<file path="src/rtl/cpu_pkg.sv">
// cpu_pkg: shared definitions for the CPU control path.
//   state_e     - control FSM state encoding
//   OP_*        - 4-bit opcode values (instr[9:6])
//   ALU_*       - 3-bit ALU function codes driven on alu_op
//   alu_for_op  - maps an ALU-class opcode to its ALU function code
//   is_illegal_op - flags the unassigned opcode range A..E
package cpu_pkg;

  typedef enum logic [2:0] {
    RESET_ST = 3'd0,
    FETCH    = 3'd1,
    DECODE   = 3'd2,
    EXEC     = 3'd3,
    MEM      = 3'd4,
    HALT     = 3'd5
  } state_e;

  localparam logic [3:0] OP_NOP = 4'h0;
  localparam logic [3:0] OP_LDI = 4'h1;
  localparam logic [3:0] OP_ADD = 4'h2;
  localparam logic [3:0] OP_SUB = 4'h3;
  localparam logic [3:0] OP_AND = 4'h4;
  localparam logic [3:0] OP_OR  = 4'h5;
  localparam logic [3:0] OP_JMP = 4'h6;
  localparam logic [3:0] OP_JZ  = 4'h7;
  localparam logic [3:0] OP_LD  = 4'h8;
  localparam logic [3:0] OP_ST  = 4'h9;
  localparam logic [3:0] OP_HLT = 4'hF;

  localparam logic [2:0] ALU_PASS = 3'b000;
  localparam logic [2:0] ALU_ADD  = 3'b001;
  localparam logic [2:0] ALU_SUB  = 3'b010;
  localparam logic [2:0] ALU_AND  = 3'b011;
  localparam logic [2:0] ALU_OR   = 3'b100;

  // LDI passes the immediate straight through, so it shares ALU_PASS.
  function automatic logic [2:0] alu_for_op(input logic [3:0] op);
    case (op)
      OP_ADD:  return ALU_ADD;
      OP_SUB:  return ALU_SUB;
      OP_AND:  return ALU_AND;
      OP_OR:   return ALU_OR;
      default: return ALU_PASS;
    endcase
  endfunction

  function automatic logic is_illegal_op(input logic [3:0] op);
    return (op >= 4'hA) && (op <= 4'hE);
  endfunction

endpackage

</file>
<file path="src/rtl/wait_timer.sv">
// wait_timer: counts cycles spent waiting on memory and flags a timeout.
//   clk     - system clock
//   rst     - synchronous active-low reset
//   clr     - clear the count to zero (has priority over en)
//   en      - count this cycle
//   expired - count has reached WAIT_MAX; the count saturates there
module wait_timer #(
  parameter int WAIT_MAX = 15
) (
  input  logic clk,
  input  logic rst,
  input  logic clr,
  input  logic en,
  output logic expired
);

  localparam int CW = (WAIT_MAX < 1) ? 1 : $clog2(WAIT_MAX + 1);
  localparam logic [CW-1:0] LIMIT = CW'(WAIT_MAX);

  logic [CW-1:0] count_d;
  logic [CW-1:0] count_q;

  assign expired = (count_q == LIMIT);

  // Next count: clear, increment (saturating at LIMIT) or hold.
  always_comb begin
    count_d = count_q;
    if (clr) begin
      count_d = '0;
    end else if (en && !expired) begin
      count_d = count_q + CW'(1);
    end else begin
      count_d = count_q;
    end
  end

  // Count register.
  always_ff @(posedge clk) begin
    if (!rst) begin
      count_q <= '0;
    end else begin
      count_q <= count_d;
    end
  end

endmodule

</file>
<file path="src/rtl/control_unit.sv">
// control_unit: multi-cycle CPU control FSM (fetch / decode / execute / memory).
//   clk, rst           - clock and synchronous active-low reset
//   instr[9:0]         - IR contents: opcode=[9:6], rsel=[5:4], imm=[3:0]
//   zero_flag          - ALU zero result, used by JZ in EXEC
//   mem_ready          - memory completion strobe
//   IRload/PCinc/PCload, mem_rd/mem_wr, reg_we - control strobes
//   reg_sel[1:0], alu_op[2:0] - register select and ALU function
//   halted/illegal/bus_err    - sticky status flags, cleared only by reset
module control_unit
  import cpu_pkg::*;
#(
  parameter int WAIT_MAX = 15
) (
  input  logic       clk,
  input  logic       rst,
  input  logic [9:0] instr,
  input  logic       zero_flag,
  input  logic       mem_ready,
  output logic       IRload,
  output logic       PCinc,
  output logic       PCload,
  output logic       mem_rd,
  output logic       mem_wr,
  output logic       reg_we,
  output logic [1:0] reg_sel,
  output logic [2:0] alu_op,
  output logic       halted,
  output logic       illegal,
  output logic       bus_err
);

  state_e     state_d, state_q;
  logic       illegal_d, illegal_q;
  logic       halted_d, halted_q;
  logic       bus_err_d, bus_err_q;
  logic       mem_st_d, mem_st_q;
  logic [1:0] mem_rsel_d, mem_rsel_q;

  logic       timer_clr;
  logic       timer_en;
  logic       timer_expired;

  logic [3:0] opcode;
  logic [1:0] rsel;
  logic       unused_imm;

  assign opcode = instr[9:6];
  assign rsel   = instr[5:4];
  // The immediate goes straight to the datapath; the controller never looks at it.
  assign unused_imm = ^instr[3:0];

  assign halted  = halted_q;
  assign illegal = illegal_q;
  assign bus_err = bus_err_q;

  wait_timer #(
    .WAIT_MAX (WAIT_MAX)
  ) u_wait_timer (
    .clk     (clk),
    .rst     (rst),
    .clr     (timer_clr),
    .en      (timer_en),
    .expired (timer_expired)
  );

  // Timer control: count unanswered cycles in FETCH/MEM, zero it everywhere
  // else and on every state change so each wait starts from zero.
  always_comb begin
    timer_clr = 1'b1;
    timer_en  = 1'b0;
    if ((state_q == FETCH) || (state_q == MEM)) begin
      timer_clr = (state_d != state_q);
      timer_en  = !mem_ready;
    end else begin
      timer_clr = 1'b1;
      timer_en  = 1'b0;
    end
  end

  // Next-state, sticky-flag update and state-decoded strobes.
  always_comb begin
    state_d    = state_q;
    illegal_d  = illegal_q;
    halted_d   = halted_q;
    bus_err_d  = bus_err_q;
    mem_st_d   = mem_st_q;
    mem_rsel_d = mem_rsel_q;
    IRload     = 1'b0;
    PCinc      = 1'b0;
    PCload     = 1'b0;
    mem_rd     = 1'b0;
    mem_wr     = 1'b0;
    reg_we     = 1'b0;
    reg_sel    = 2'b00;
    alu_op     = ALU_PASS;

    case (state_q)
      RESET_ST: begin
        state_d = FETCH;
      end

      FETCH: begin
        if (timer_expired) begin
          bus_err_d = 1'b1;
          state_d   = HALT;
        end else if (mem_ready) begin
          // Read request is dropped on the load cycle so IRload never
          // coincides with another bus strobe.
          IRload  = 1'b1;
          PCinc   = 1'b1;
          state_d = DECODE;
        end else begin
          mem_rd = 1'b1;
        end
      end

      DECODE: begin
        state_d = EXEC;
      end

      EXEC: begin
        state_d = FETCH;
        case (opcode)
          OP_NOP: begin
            state_d = FETCH;
          end
          OP_LDI, OP_ADD, OP_SUB, OP_AND, OP_OR: begin
            reg_we  = 1'b1;
            reg_sel = rsel;
            alu_op  = alu_for_op(opcode);
          end
          OP_JMP: begin
            PCload = 1'b1;
          end
          OP_JZ: begin
            if (zero_flag) begin
              PCload = 1'b1;
            end else begin
              PCload = 1'b0;
            end
          end
          OP_LD, OP_ST: begin
            // Capture the direction and target so MEM does not depend on instr.
            mem_st_d   = (opcode == OP_ST);
            mem_rsel_d = rsel;
            state_d    = MEM;
          end
          OP_HLT: begin
            halted_d = 1'b1;
            state_d  = HALT;
          end
          default: begin
            illegal_d = illegal_q | is_illegal_op(opcode);
          end
        endcase
      end

      MEM: begin
        if (timer_expired) begin
          bus_err_d = 1'b1;
          state_d   = HALT;
        end else begin
          mem_rd = !mem_st_q;
          mem_wr = mem_st_q;
          if (mem_ready) begin
            state_d = FETCH;
            if (!mem_st_q) begin
              reg_we  = 1'b1;
              reg_sel = mem_rsel_q;
            end else begin
              reg_we  = 1'b0;
            end
          end else begin
            state_d = MEM;
          end
        end
      end

      HALT: begin
        state_d = HALT;
      end

      default: begin
        state_d = RESET_ST;
      end
    endcase
  end

  // State and sticky-flag registers.
  always_ff @(posedge clk) begin
    if (!rst) begin
      state_q    <= RESET_ST;
      illegal_q  <= 1'b0;
      halted_q   <= 1'b0;
      bus_err_q  <= 1'b0;
      mem_st_q   <= 1'b0;
      mem_rsel_q <= 2'b00;
    end else begin
      state_q    <= state_d;
      illegal_q  <= illegal_d;
      halted_q   <= halted_d;
      bus_err_q  <= bus_err_d;
      mem_st_q   <= mem_st_d;
      mem_rsel_q <= mem_rsel_d;
    end
  end

endmodule

</file>
<file path="config.mk">
export PLATFORM = sky130hd
export DESIGN_NAME = control_unit
export DESIGN_NICKNAME = d
export VERILOG_FILES = /design/src/rtl/cpu_pkg.sv /design/src/rtl/wait_timer.sv /design/src/rtl/control_unit.sv
export SDC_FILE = /design/constraint.sdc
export NUM_CORES = 1
export LEC_CHECK = 0
export ABC_CLOCK_PERIOD_IN_PS = 2200
export BUFFER_PORTS_ARGS = -buffer_cell sky130_fd_sc_hd__buf_4
export CAP_MARGIN = 25
export CORE_AREA = 2 2 44 46
export CTS_BUF_LIST = sky130_fd_sc_hd__clkbuf_2 sky130_fd_sc_hd__clkbuf_4 sky130_fd_sc_hd__clkbuf_8
export CTS_CLUSTER_DIAMETER = 200
export DETAILED_ROUTE_END_ITERATION = 6
export DIE_AREA = 0 0 46 48
export HOLD_SLACK_MARGIN = 0.02
export PLACE_DENSITY_LB_ADDON = 0.1
export RECOVER_POWER = 50
export SLEW_MARGIN = 5
export SYNTH_ARGS = -nofsm -noshare
export SYNTH_HDL_FRONTEND = slang
export SYNTH_HIERARCHICAL = 1
export SYNTH_SLANG_ARGS = --single-unit
</file>
<file path="constraint.sdc">
create_clock -name clk -period 2.2 [get_ports clk]
set_clock_uncertainty 0.1 [all_clocks]
set_input_delay 0.44 -clock clk [delete_from_list [all_inputs] [get_ports clk]]
set_output_delay 0.44 -clock clk [all_outputs]
set_load 0.005 [all_outputs]
</file>
==> results of run 1 <==
-- area by class of cell --
type	count	area, um^2	area share
clock buffers	4	30.0	0.0268
repair buffers	29	218	0.195
inverters	2	7.51	0.00671
multi-input cells	81	578	0.517
flip-flops and latches	13	264	0.236
well taps	17	21.3	0.0190
-- worst max-delay path, cell delays in order (launching register included) --
cell and delay (ps):
dfxtp_2 340, ha_4 160, and3_4 180, nand2b_4 160, nor4_4 190, a22o_1 190
buf_4 100
-- metrics by stage --
stage | setup slack, ps | TNS [ps]
2_1_floorplan | 286 | 0
3_3_place_gp | 210 | 0
3_5_place_dp | 191 | 0
4_1_cts | -3.59 | -3.59
5_1_grt | -3.65 | -3.65
6_report | 72.7 | 0
-- Yosys cell counts, types with 2 or more instances --
| cell type | number | share of area |
|---|---|---|
| nand4_1 | 2 | 0.014 |
| or2_1 | 2 | 0.014 |
| buf_6 | 2 | 0.026 |
| dfxtp_1 | 13 | 0.30 |
| o21ai_1 | 4 | 0.023 |
| mux2i_1 | 4 | 0.046 |
| a22o_1 | 2 | 0.020 |
| o21a_1 | 2 | 0.017 |
| clkbuf_1 | 2 | 0.0086 |
| nand2b_4 | 2 | 0.032 |
| nor2b_1 | 3 | 0.021 |
| a21oi_1 | 7 | 0.040 |
| nand2b_1 | 3 | 0.021 |
| o21ai_0 | 2 | 0.011 |
| buf_2 | 3 | 0.017 |
| nor2_1 | 6 | 0.026 |
| nand2_1 | 14 | 0.060 |
| nand3b_1 | 2 | 0.017 |
| nor3_1 | 7 | 0.040 |
-- power breakdown --
group          switching (mW)  internal, mW
sequential             0.0103         0.239
combinational          0.0385        0.0427
clock                  0.0749        0.0825
total                   0.124         0.365
-- routing by layer --
metal / track usage / share of wire / vias to the layer above
met5: 0 / 0 / -
met4: 0.0343 / 0.0054 / 0
met3: 0.0566 / 0.046 / 2
met2: 0.375 / 0.54 / 15
met1: 0.186 / 0.41 / 353
li1: - / - / 413
-- registers in the layout, summed over array words and instances (netlist names) --
| signal | count |
|---|---|
| halted | 1 |
| illegal | 1 |
| bus_err | 1 |
| state_q | 3 |
| mem_rsel_q | 2 |
| mem_st_q | 1 |
| u_wait_timer/count_q | 4 |
-- final timing paths --
| path | end | slack [ps] | from | cells past startpoint |
|---|---|---|---|---|
| min | mem_rsel_q[1] | 330 | instr[5] | 3 |
| max reg2reg | u_wait_timer/count_q[0] | 440 | state_q[2] | 6 |
| max | reg_sel[0] | 70 | u_wait_timer/count_q[0] | 6 |
| min reg2reg | mem_rsel_q[1] | 370 | mem_rsel_q[1] | 2 |
-- kinds of logic (layout without fill, tap and decap cells) --
logic type	Yosys count	count (layout)	synth area share
AO/OA/AOI/OAI	20	20	0.139
XOR/XNOR	1	1	0.0100
adder cells (fa/ha/maj)	1	1	0.0143
buffers and inverters	10	35	0.0688
flip-flops	13	13	0.298
multiplexers	4	4	0.0458
AND/OR/NAND/NOR	55	55	0.424
-- what timing repair did --
action / in CTS / in global routing
hold buffers: 0 / 0
gates cloned: 0 / 0
resized for setup: 7 / 1
pin swaps: 3 / 3
buffers inserted: 3 / 0
setup endpoints to repair: 3 / 3
hold endpoints to repair: 0 / 0
==> results_dict.tcl, run 1 <==
set metrics [dict create \
    status "finished clean" \
    syn-mean-instance-area_um2 8.40 \
    peakVddDrop_v 0.000313 \
    path_class "flip-flop to output pin" \
    final_common_cell "buf_4" \
    utilization 0.662 \
    ys.warnings.count 6 \
    grt_setup_unrepaired "true" \
    startpoint_type "flip-flop" \
    clk-insertion-delay-late_ps 270 \
    postSynth.asyncResetShare 0 \
    clock.fmax_ghz 0.470 \
    core_area_um2 1690 \
    hold-worst-slack_ps 327 \
    drive_above_1_share 0.372 \
    num_vias 783 \
    area_delta_synth_final_pct 28.1 \
    crit_arrival_ps 1590 \
    nets 145 \
    rows 15 \
    initial_utilization 0.517 \
    grt_max_degree 14 \
    cts_sinks 13 \
    maxCapViolCount 0 \
    finalSetupViolCount 0 \
    ys_ff_latch 13 \
    drv_slew 0 \
    drtIter0Drc 4 \
    total_power_uw 488 \
    diodes 0 \
    synth_edf_count 0 \
    p_per_area_nw_per_um2 437 \
    finalWirelength_um 1840 \
    min_period_over_period 0.967 \
    numPortBuffers 23 \
    crit_fanout 3 \
    hp-class "primary input to flip-flop" \
    antenna_found_initial 0 \
    tightest_slew_ps 333 \
    final_cell_area_um2 1120 \
    cts_tree "built" \
    first_pass_iters 3 \
    synthesis.nets 119 \
    grt_pass1_wl_um 2880 \
    ant_nets 0 \
    cts_buffers 3 \
    path_clk_slew_ps 80 \
    required_ps 1660 \
    fillers 156 \
    hold_viol 0 \
    die-area_um2 2210 \
    leakage_nw 0.434 \
    htree_levels 1 \
    grtUsageTotal 0.186 \
    pin_count 28 \
    grt_pass1_vias 713 \
    root_buffer "clkbuf_4" \
    layout_common_cells "26 x buf_4, 14 x nand2_1, 10 x dfxtp_1" \
    min_period_ps 2130 \
    yosys.cell_types.count 41 \
    fin_cells 146 \
    syn_inst 104 \
    dp_hpwl_um 1420 \
    fp.dieH_um 48 \
    gp_congestion 0.728 \
    worst_setup_path_end_kind "output pin" \
    placed_area_um2 1040 \
    die_w_um 46 \
    cts_buffer_depth 2 \
    ys_seq_area_frac 0.298 \
    drc_errors 0 \
    viasPerCell 5.36 \
    grt_overflow_total 0 \
    syn-cell-area_um2 873 \
    wl_per_cell_um 12.6 \
    dp.cells 139 \
    slew_headroom 0.778 \
    ys.flop_type "dfxtp_1" \
]
No activity file was read; power rests on OpenSTA's default activity.
==> run 2, diff against run 1 <==
--- a/config.mk
+++ b/config.mk
@@ -19,5 +19,4 @@
 export SLEW_MARGIN = 5
 export SYNTH_ARGS = -nofsm -noshare
 export SYNTH_HDL_FRONTEND = slang
-export SYNTH_HIERARCHICAL = 1
 export SYNTH_SLANG_ARGS = --single-unit
==> run 2 against run 1 <==
Compared with the run above:
- utilization shrank 0.15 points
- final area shrank 0.22%
- cell count shrank 4.1%
- sequential power shrank 3%
- global-route usage grew 0.73 points
- setup slack lost 22 ps
- wire length grew 6.2%
- fmax shrank 1.0%
- register-to-register slack lost 100 ps
- highest routed layer unchanged
- critical endpoint is now reg_sel[1]
- first-iteration DRC count grew to 5.3 times the previous value
- power grew 1.5%
==> results_dict.tcl, run 2 <==
set metrics [dict create \
    synth.area.mux_share 0.0613 \
    grt_pass1_vias 717 \
    grt_setup_unrepaired "true" \
    clock.fmax_ghz 0.465 \
    yosys.area_share.simple 0.338 \
    fin_cells 140 \
    route.met3.wl_um 96 \
    initial_utilization 0.496 \
    status "finished clean" \
    syn_inst 97 \
    num_vias 804 \
    regMostFlops "u_wait_timer.count_q" \
    cts_tree "built" \
    leakage_nw 0.448 \
    maxCapViolCount 0 \
    drive_above_1_share 0.407 \
    synth-compound-area-share 0.148 \
    startpoint_type "flip-flop" \
    synth_top_cell_area_share 0.311 \
    hold-worst-slack_ps 292 \
    rows 15 \
    fp.dieH_um 48 \
    utilization 0.661 \
    min_period_ps 2150 \
    pin_count 28 \
    clock_power_share 0.314 \
    drc_errors 0 \
    postCtsHoldBufs 0 \
    die-area_um2 2210 \
    crit_slowest_cell "or3_4" \
    yosysTopAreaCell "dfxtp_1" \
    grtUsageTotal 0.193 \
    nets 139 \
    hold_viol 0 \
    area_delta_synth_final_pct 33.3 \
    slew_headroom 0.698 \
    required_ps 1660 \
    first_pass_iters 4 \
    htree_levels 1 \
    finalWirelength_um 1950 \
    wl_per_cell_um 13.9 \
    min_period_over_period 0.977 \
    synth_common_cells "13 x dfxtp_1, 13 x nor3_1, 10 x nor2_1" \
    diodes 0 \
    ant_nets 0 \
    max_stage_delay_ps 370 \
    drtIter0Drc 21 \
    grt_pass1_wl_um 3010 \
    core_area_um2 1690 \
    dp_hpwl_um 1430 \
    p_per_area_nw_per_um2 444 \
    peakVddDrop_v 0.000394 \
    synthAdderAreaFrac 0.0149 \
    power.internal_uw 370 \
    worst_setup_path_end_kind "output pin" \
    syn-cell-area_um2 837 \
    layout_common_cells "26 x buf_4, 12 x nor3_1, 11 x dfxtp_1" \
    crit_fanout 5 \
    wl_met1_um 863 \
    dr.max_layer_used "met4" \
    p_switching_uw 125 \
    tightest_slew_ps 451 \
    syn-mean-instance-area_um2 8.63 \
    cts_buffer_depth 2 \
    total_power_uw 496 \
    final_common_cell "buf_4" \
    synth-xor-area-share 0.0613 \
    seq_power_share 0.488 \
    synth_area_leaders "dfxtp_1 31%, nor3_1 7.8%, mux2i_1 4.8%" \
    dp.cells 133 \
    synthesis.nets 112 \
    cts_sinks 13 \
    finalSetupViolCount 0 \
    synth_top_family_by_area "simple AND/OR/NAND/NOR gates" \
    grt_overflow_total 0 \
    viasPerCell 5.74 \
    hp-class "primary input to flip-flop" \
    path_clk_slew_ps 80 \
    comb_power_share 0.197 \
    clk-insertion-delay-late_ps 270 \
    ys_ff_latch 13 \
    numPortBuffers 23 \
    cts_buffers 3 \
    cp_top_family "simple AND/OR/NAND/NOR gates" \
    ys.warnings.count 0 \
    reg_top3 "u_wait_timer.count_q: 4 flops, state_q: 3 flops, mem_rsel_q: 2 flops" \
    root_buffer "clkbuf_4" \
    postSynth.asyncResetShare 0 \
    largest_reg_flops 4 \
    grt_max_degree 10 \
    netSwitchingFraction 0.253 \
    ys.flop_type "dfxtp_1" \
    crit_arrival_ps 1610 \
    gp_congestion 0.814 \
    path_class "flip-flop to output pin" \
    crit_chain "nand2b_4 > or3_4 > nor3b_4 > a22o_1 > buf_4" \
    antenna_found_initial 0 \
    synth_edf_count 0 \
    ys_seq_area_frac 0.311 \
    wl_met2_um 977 \
    yosys.cell_types.count 42 \
    worst-path-buf-inv 1 \
    drv_slew 0 \
    die_w_um 46 \
]
[run 2: cell types whose count changed after synthesis, sizes merged, moves of 3 or more]
| cell | delta |
|---|---|
| nor2 | +4 |
| a21oi | -4 |
| xnor2 | +4 |
| o21ai | -6 |
| nor3 | +5 |
| nand2b | -3 |
| nand2 | -10 |
[run 2: final timing paths]
kind	cells past startpoint	to	startpoint	slack [ps]
min reg2reg	1	illegal	illegal	370
max reg2reg	5	u_wait_timer.count_q[3]	u_wait_timer.count_q[0]	340
max	5	reg_sel[1]	state_q[2]	50
min	2	illegal	rst	290
[run 2: per-stage QoR]
| stage | TNS (ps) | instance area (um^2) | worst slack [ps] |
|---|---|---|---|
| after global placement | 0 | 1010 | 103 |
| after detailed placement | 0 | 1010 | 88.7 |
| after CTS | 0 | 1070 | 0.226 |
| after global routing | -93.8 | 1120 | -49.7 |
| final | 0 | 1120 | 50.3 |
| after floorplan | 0 | 837 | 370 |
[run 2: worst register-to-register path, cell delays in order (launching register included)]
cell	delay, ps
dfxtp_1	390
ha_2	250
and3_1	330
nor3_1	110
o211ai_1	420
nor3_1	120
[run 2: final cells by class]
| cell class | count | area [um^2] |
|---|---|---|
| multi-input cells | 75 | 574 |
| inverters | 2 | 7.51 |
| flip-flops and latches | 13 | 265 |
| clock buffers | 4 | 30.0 |
| fillers | 142 | 573 |
| well taps | 17 | 21.3 |
| repair buffers | 29 | 218 |
[run 2: metal layers]
metal	global-route usage	vias up
met5	0	-
met4	0.0686	0
met3	0.0453	2
met2	0.322	25
li1	-	404
met1	0.243	373
[run 2: power by group through the flow]
stage	clock (mW)	sequential, mW	combinational [mW]
3_5_place_dp	0	0.248	0.0858
6_report	0.156	0.242	0.0978
4_1_cts	0.162	0.243	0.0901
5_1_grt	0.173	0.242	0.107
3_3_place_gp	0	0.248	0.0847
2_1_floorplan	0	0.246	0.0585
[run 2: cells by family after synthesis]
family / after synthesis
and+or+nand+nor: 47
AOI/OAI and AO/OA: 17
DFF: 13
buffers and inverters: 9
xor gates and xnor gates: 5
muxes: 5
adders and majority gates: 1
[run 2: what timing repair did]
item                                    4_1_cts  5_1_grt
endpoints found under the setup margin        4        6
resized for setup                             5        8
pin swaps                                     3        1
setup buffers                                 1        2
